<file path="src/rtl/audio_sample_sequencer.sv">
// Sample-rate scheduler: programmable frame clock, sample strobe and filter handshake.
// Optional overrun counter output enabled by defining SEQ_OVERRUN_CNT_EN.
module audio_sample_sequencer #(
  parameter int DIV_W       = 16,
  parameter int DEFAULT_DIV = 10000
) (
  input  logic             clk,
  input  logic             reset,
  input  logic             enable,
  input  logic             cfg_load,
  input  logic [DIV_W-1:0] cfg_div,
  output logic             cfg_err,
  output logic             clk_out,
  output logic             sample_stb,
  output logic             filt_req,
  input  logic             filt_ack,
  input  logic             filt_done,
  output logic             busy,
  output logic [15:0]      sample_idx,
  output logic             overrun
`ifdef SEQ_OVERRUN_CNT_EN
  ,
  output logic [7:0]       overrun_cnt
`endif
);

  typedef enum logic [1:0] {
    S_IDLE,
    S_WAIT,
    S_REQ,
    S_BUSY
  } state_e;

  localparam logic [DIV_W-1:0] DEF_DIV = DIV_W'(DEFAULT_DIV);
  localparam logic [DIV_W-1:0] MIN_DIV = DIV_W'(4);
  localparam logic [DIV_W-1:0] ONE     = DIV_W'(1);

  logic [DIV_W-1:0] cnt_q, cnt_d;
  logic [DIV_W-1:0] per_q, per_d;
  logic [DIV_W-1:0] nxt_q, nxt_d;
  logic             clk_out_q, clk_out_d;
  logic             stb_q, stb_d;
  logic             cfg_err_q, cfg_err_d;
  state_e           state_q, state_d;
  logic [15:0]      idx_q, idx_d;
  logic             overrun_q, overrun_d;
  state_e           resume_state;
`ifdef SEQ_OVERRUN_CNT_EN
  logic [7:0]       ocnt_q, ocnt_d;
`endif

  // Period counter, frame clock and configuration shadow register.
  // NOTE: every always_comb output gets a default first so no latch can be inferred.
  always_comb begin
    cnt_d     = cnt_q;
    per_d     = per_q;
    nxt_d     = nxt_q;
    clk_out_d = 1'b0;
    stb_d     = 1'b0;
    cfg_err_d = 1'b0;
    if (enable) begin
      clk_out_d = (cnt_q >= (per_q >> 1));
      if (cnt_q == per_q - ONE) begin
        cnt_d = '0;
        per_d = nxt_q;
        stb_d = 1'b1;
      end else begin
        cnt_d = cnt_q + ONE;
      end
    end else begin
      cnt_d = '0;
    end
    // While running, a new period only lands at the wrap so no period is ever cut short.
    if (cfg_load) begin
      if (cfg_div < MIN_DIV) begin
        cfg_err_d = 1'b1;
      end else begin
        nxt_d = cfg_div;
        if (!enable) per_d = cfg_div;
      end
    end
  end

  // Handshake FSM; a strobe that arrives with the filter still occupied is dropped.
  always_comb begin
    state_d      = state_q;
    idx_d        = idx_q;
    overrun_d    = 1'b0;
    resume_state = enable ? S_WAIT : S_IDLE;
    case (state_q)
      S_IDLE: if (enable) state_d = S_WAIT;
      S_WAIT: begin
        if (stb_q) begin
          state_d = S_REQ;
          idx_d   = idx_q + 16'd1;
        end else if (!enable) begin
          state_d = S_IDLE;
        end
      end
      S_REQ: begin
        if (filt_ack && filt_done) begin
          if (stb_q) begin
            state_d = S_REQ;
            idx_d   = idx_q + 16'd1;
          end else begin
            state_d = resume_state;
          end
        end else begin
          if (filt_ack) state_d = S_BUSY;
          overrun_d = stb_q;
        end
      end
      S_BUSY: begin
        // Completion and a fresh strobe together: the new sample wins, no overrun.
        if (filt_done) begin
          if (stb_q) begin
            state_d = S_REQ;
            idx_d   = idx_q + 16'd1;
          end else begin
            state_d = resume_state;
          end
        end else begin
          overrun_d = stb_q;
        end
      end
      default: state_d = S_IDLE;
    endcase
  end

`ifdef SEQ_OVERRUN_CNT_EN
  always_comb begin
    ocnt_d = ocnt_q;
    if (overrun_d && (ocnt_q != 8'hFF)) ocnt_d = ocnt_q + 8'd1;
  end
`endif

  // NOTE: state updates use non-blocking assignments; reset here is synchronous active-high.
  always_ff @(posedge clk) begin
    if (reset) begin
      cnt_q     <= '0;
      per_q     <= DEF_DIV;
      nxt_q     <= DEF_DIV;
      clk_out_q <= 1'b0;
      stb_q     <= 1'b0;
      cfg_err_q <= 1'b0;
      state_q   <= S_IDLE;
      idx_q     <= '0;
      overrun_q <= 1'b0;
`ifdef SEQ_OVERRUN_CNT_EN
      ocnt_q    <= '0;
`endif
    end else begin
      cnt_q     <= cnt_d;
      per_q     <= per_d;
      nxt_q     <= nxt_d;
      clk_out_q <= clk_out_d;
      stb_q     <= stb_d;
      cfg_err_q <= cfg_err_d;
      state_q   <= state_d;
      idx_q     <= idx_d;
      overrun_q <= overrun_d;
`ifdef SEQ_OVERRUN_CNT_EN
      ocnt_q    <= ocnt_d;
`endif
    end
  end

  assign cfg_err    = cfg_err_q;
  assign clk_out    = clk_out_q;
  assign sample_stb = stb_q;
  assign filt_req   = (state_q == S_REQ);
  assign busy       = (state_q == S_REQ) || (state_q == S_BUSY);
  assign sample_idx = idx_q;
  assign overrun    = overrun_q;
`ifdef SEQ_OVERRUN_CNT_EN
  assign overrun_cnt = ocnt_q;
`endif

endmodule
</file>
<file path="config.mk">
export PLATFORM = sky130hd
export DESIGN_NAME = audio_sample_sequencer
export DESIGN_NICKNAME = d
export VERILOG_FILES = /design/src/rtl/audio_sample_sequencer.sv
export SDC_FILE = /design/constraint.sdc
export NUM_CORES = 1
export LEC_CHECK = 0
export BUFFER_PORTS_ARGS = -buffer_cell sky130_fd_sc_hd__buf_4
export CAP_MARGIN = 20
export CORE_ASPECT_RATIO = 2
export CORE_MARGIN = 8
export CORE_UTILIZATION = 40
export CTS_CLUSTER_SIZE = 40
export DETAILED_ROUTE_END_ITERATION = 10
export SLEW_MARGIN = 20
export SYNTH_ARGS = -nofsm -noshare
export SYNTH_HDL_FRONTEND = slang
export SYNTH_SLANG_ARGS = --single-unit
</file>
<file path="constraint.sdc">
create_clock -name clk -period 3.7 [get_ports clk]
set_clock_uncertainty 0.1 [all_clocks]
set_input_delay 0.37 -clock clk [delete_from_list [all_inputs] [get_ports clk]]
set_output_delay 0.37 -clock clk [all_outputs]
set_load 0.005 [all_outputs]
</file>
==> results of run 1 <==
[critical path, delay by kind of cell, from the launching register on]
kind	cells	cell delay, ns
flip-flops	1	0.36
buffers and inverters	1	0.10
AO/OA/AOI/OAI	4	1.40
adder cells (fa/ha/maj)	1	0.22
AND/OR/NAND/NOR	3	0.88
[registers in the layout (all words and copies together), names as in the netlist]
name,flops
cfg_err,1
clk_out,1
cnt_q,16
nxt_q,16
overrun,1
per_q,16
sample_idx,16
sample_stb,1
state_q,2
[cell usage after synthesis (3+ instances only)]
library cell and n:
or3_1 6, nand3b_1 5, dfxtp_1 70, xnor2_1 19, a21oi_1 20, clkbuf_1 16, ha_1 18, a31oi_1 3
nor2_1 46, and3_1 8, xor2_1 24, a221oi_1 15, nand4_1 11, nand3_1 12, mux2i_1 6, buf_2 3
a21o_1 8, o21ai_0 8, nor4_1 6, o21bai_1 11, nand2b_1 4, nor2b_1 5, nand2_1 49, a211oi_1 7
o211ai_1 4, nor3b_1 3, nor3_1 6, inv_1 33, and4_1 3
[cell type report]
cell class | instances | area, sq um
Fill cell | 938 | 4890
Tap cell | 104 | 130
Inverter | 33 | 124
Sequential cell | 70 | 1400
Clock buffer | 10 | 229
Clock inverter | 6 | 46.3
Multi-Input combinational cell | 334 | 2230
Timing Repair Buffer | 45 | 338
[cells by family (layout without fill, tap and decap cells)]
logic type | after synthesis | in the layout | synth area share (%)
AND/OR/NAND/NOR | 173 | 173 | 23.2
flip-flops | 70 | 70 | 36.4
XOR/XNOR | 43 | 43 | 9.79
AO/OA/AOI/OAI | 94 | 94 | 17.5
adder cells (fa/ha/maj) | 18 | 18 | 5.86
multiplexers | 6 | 6 | 1.56
buffers and inverters | 54 | 94 | 5.66
[final timing paths]
path / startpoint / end / cells after the start
max: per_q[0] / per_q[1] / 9
min: filt_done / state_q[0] / 2
max reg2reg: per_q[0] / per_q[1] / 9
min reg2reg: nxt_q[5] / nxt_q[5] / 2
[metrics by stage]
step                      hold slack [ns]  total power [mW]  instances  utilization, %
after detailed placement            0.348             0.996        586            45.0
after CTS                           0.161              1.80        602            47.9
after floorplan                     0.336             0.935        458               -
after global routing                0.165              1.84        602            47.9
after global placement              0.344             0.993        586            45.0
final                               0.164              1.78        602            47.9
[where the power goes]
group | switching [mW] | internal [mW]
clock network | 0.342 | 0.458
logic | 0.0975 | 0.0753
registers | 0.0287 | 0.778
total | 0.468 | 1.31
[per-layer routing]
| layer | global-route usage (%) | vias up |
|---|---|---|
| met5 | 0 | - |
| met4 | 9.34 | 0 |
| met3 | 3.29 | 22 |
| met2 | 30.7 | 66 |
| met1 | 13.4 | 1571 |
| li1 | - | 1682 |
==> results.toml, run 1 <==
[drt]
drt-total-wl_mm = 10.0
viasPerCell = 5.55
drt-met1-wl_mm = 3.58
highest_layer = "met4"
dr.pass1.iters = 4
wl_met3_um = 338
vias = 3341
routed-wl-met2_mm = 5.66
routedWlPerCell_um = 16.6
drc = 0
drt_iter0_drc = 120
drtAntennaViolNets = 0

[finish]
layout-drive-gt1-share_pct = 13.3
mostFrequentLayoutCell = "dfxtp_1"
area_growth_pct = 16.9
antenna_cells = 0
design_area_sq_um = 4500
final_nets = 533
mostFrequentLayoutCells = "dfxtp_1 (70), nand2_1 (49), nor2_1 (46), buf_4 (45), inv_1 (33)"

[synthesis]
yosysWarnings = 0
synthArstFlopShare_pct = 0
synth_edf_count = 0
synth_cell_types = 54
synth-main-ff-cell = "dfxtp_1"
synth.avg_cell_area_sq_um = 8.40
synth-seq-cells = 70
synth_seq_area_share_pct = 36.4
syn_inst = 458
syn_nets = 498
synth_top_area_cell = "dfxtp_1"
syn_area_sq_um = 3850
synth.area.top_cells = "dfxtp_1 (36%), ha_1 (5.9%), xor2_1 (5.5%)"
synth_top_area_share_pct = 36.4

[timing]
drv_slew = 0
max_freq_mhz = 308
fin_tns_setup_ns = 0
hold_viol = 0
final-setup-viol-count = 0
tightestPinTransition_ns = 1.05
fin_crit_ns = 3.24
finalCritPeriodShare_pct = 87.6
relSlewSlack_pct = 29.7
worst_slack_ns = 0.457
rsz0062_at_grt = "no"

[placed_design]
dp_slack_ns = 0.476
portBuffers = 43
dp_hpwl_mm = 7.89
gp_congestion = 0.877
postPlaceCellArea_sq_um = 4220

[clocking]
hold_buffers = 0
htreeDepth = 3
clkSlewWorstSetupHoldPaths_ns = 0.06
clk_latency_ns = 0.33
cts_root_buf = "clkbuf_16"
post_cts.repair.setup_buffers = 0
clockBufferDepth = 2
cts_buffers = 9
cts.sinks = 70
post_cts_resized = 0
cts_tree = "yes"

[floorplanning]
ioPinCount = 44
initial_core_util_pct = 41.0
die_w_um = 85.3
row_count = 50
dieArea_sq_um = 13200
coreArea_sq_um = 9380
dieHeight_um = 155

[worst_setup_path]
cp-end-kind = "flip-flop"
cp_cell_sequence = "inv_1, ha_1, nor4b_2, and4_1, nand3b_1, a41oi_1, o21a_1, a31oi_1, a221oi_1"
worstPathArrival_ns = 3.29
critPathSlowestCell = "a31oi_1"
cp-start-kind = "flip-flop"
required_ns = 3.75
r2r_slack_ns = 0.46
critPathKind = "flip-flop to flip-flop"
crit_path_max_fanout = 11
slowest_delay_ns = 0.79

[global_route]
overflow = 0
grt_pass1_vias = 3385
track_usage_pct = 15.5
grt_max_degree = 58
antenna_found_initial = 0
grt_pass1_wl_mm = 16.1

[run_status]
status = "finished, final reports clean"

[power_and_ir_drop]
power.leakage_nw = 1.84
ir_drop_uv = 394
powerDensity_nw_per_um2 = 396

[flow_run]
maxCapViolations = 0

[hold_path]
worstHoldPathType = "primary input to flip-flop"
(Power assumes the default switching activity.)
==> run 2: changes to the inputs <==
- CORE_UTILIZATION: 40 -> 55
- PLACE_DENSITY: not set -> 0.76
- RECOVER_POWER: not set -> 50
==> results.toml, run 2 (synthesis gave the netlist of run 1 again) <==
[worst_setup_path]
cp-startpoint = "per_q[1]"
crit_path_max_fanout = 6
r2r_end = "per_q[10]"
cp-end-kind = "flip-flop"
reg2reg_depth = 9
r2r-start = "per_q[1]"
critPathKind = "flip-flop to flip-flop"
cp-start-kind = "flip-flop"
required_ns = 3.81
worstPathArrival_ns = 3.09
r2r_slack_ns = 0.72

[timing]
relSlewSlack_pct = 46.3
rsz0062_at_grt = "no"
fin_crit_ns = 2.98
hold_slack_ns = 0.161
max_freq_mhz = 336
fin_tns_setup_ns = 0
finalCritPeriodShare_pct = 80.5
tightestPinTransition_ns = 0.799
final-setup-viol-count = 0
drv_slew = 0
hold_viol = 0

[power_and_ir_drop]
powerDensity_nw_per_um2 = 413
power.leakage_nw = 1.83
ir_drop_uv = 385

[hold_path]
hp-start = "filt_done"
worstHoldPathType = "primary input to flip-flop"
hold_path_end = "state_q[0]"
holdPathStages = 2

[global_route]
track_usage_pct = 19.1
antenna_found_initial = 0
grt_max_degree = 58
grt_pass1_vias = 3273
grt_pass1_wl_mm = 15.2
overflow = 0

[placed_design]
portBuffers = 43
dp_hpwl_mm = 6.61
gp_congestion = 0.851

[drt]
routed-wl-met2_mm = 4.58
viasPerCell = 5.69
drt_iter0_drc = 202
wl_met3_um = 398
drtAntennaViolNets = 0
drc = 0
dr.pass1.iters = 4
vias = 3352
routedWlPerCell_um = 15.4
drt-total-wl_mm = 9.08
highest_layer = "met4"
drt-met1-wl_mm = 3.89

[clocking]
cts_buffers = 9
post_cts.repair.setup_buffers = 0
clockBufferDepth = 2
clk_latency_ns = 0.34
cts_root_buf = "clkbuf_16"
post_cts_resized = 0
cts.sinks = 70
clkSlewWorstSetupHoldPaths_ns = 0.06
hold_buffers = 0
cts_tree = "yes"
htreeDepth = 3

[finish]
final_nets = 534
layout-drive-gt1-share_pct = 12.8
mostFrequentLayoutCell = "dfxtp_1"
area_growth_pct = 17.1
antenna_cells = 0
mostFrequentLayoutCells = "dfxtp_1 (70), nand2_1 (49), nor2_1 (46), inv_1 (33), xor2_1 (24)"

[run_status]
status = "finished, final reports clean"

[floorplanning]
coreArea_sq_um = 6830
ioPinCount = 44
initial_core_util_pct = 56.3
row_count = 43
dieHeight_um = 134
dieArea_sq_um = 10100
die_w_um = 75.1

[flow_run]
maxCapViolations = 0
run 2: changes by cell type in the layout (fill, tap and decap cells not counted):
cell and delta:
buf_4 -22, clkbuf_4 +19, clkbuf_1 +3, bufinv_16 +1, clkbuf_8 +1, clkinvlp_4 -1
run 2: worst max-delay path by stage:
stage                 to  slack (ns)  depth (start not counted)
2_1_floorplan   per_q[8]        1.04                         10
3_3_place_gp   per_q[13]        0.84                          9
3_5_place_dp    per_q[4]        0.77                          9
4_1_cts        per_q[10]        0.75                          9
5_1_grt        per_q[12]        0.55                          9
6_report       per_q[10]        0.72                          9
run 2: worst max-delay path: stages (launching register included):
cell       delay [ns]
dfxtp_1          0.42
inv_1            0.09
ha_1             0.23
nor4b_2          0.19
and4_1           0.26
or3_1            0.31
a41oi_1          0.33
o2bb2ai_1        0.16
or4_1            0.58
mux2i_1          0.17
run 2: report_power, final:
part	switching [mW]	internal, mW	leakage (nW)
sequential	0.0285	0.778	0.571
combinational	0.0943	0.0751	1.11
clock	0.340	0.544	0.149
run 2: final cells by class:
type,instances,area [sq um]
Clock buffer,10,239
Clock inverter,6,68.8
Fill cell,604,2330
Inverter,33,124
Multi-Input combinational cell,334,2230
Sequential cell,70,1400
Tap cell,90,113
Timing Repair Buffer,46,330
run 2: stage by stage:
step,power [mW],util [%],cell area (sq um),cells,setup WS (ns)
4_1_cts,1.87,66.1,4520,589,0.750
3_5_place_dp,0.991,61.6,4210,573,0.767
2_1_floorplan,0.935,-,3850,458,1.04
3_3_place_gp,0.988,61.6,4210,573,0.839
6_report,1.86,65.9,4500,589,0.720
5_1_grt,1.93,65.9,4500,589,0.547
run 2: routing by layer:
metal  track usage [%]  vias to the layer above
met4              8.30                        0
met2              30.4                       74
met3              4.56                       16
met5                 0                        -
li1                  -                     1691
met1              23.3                     1571
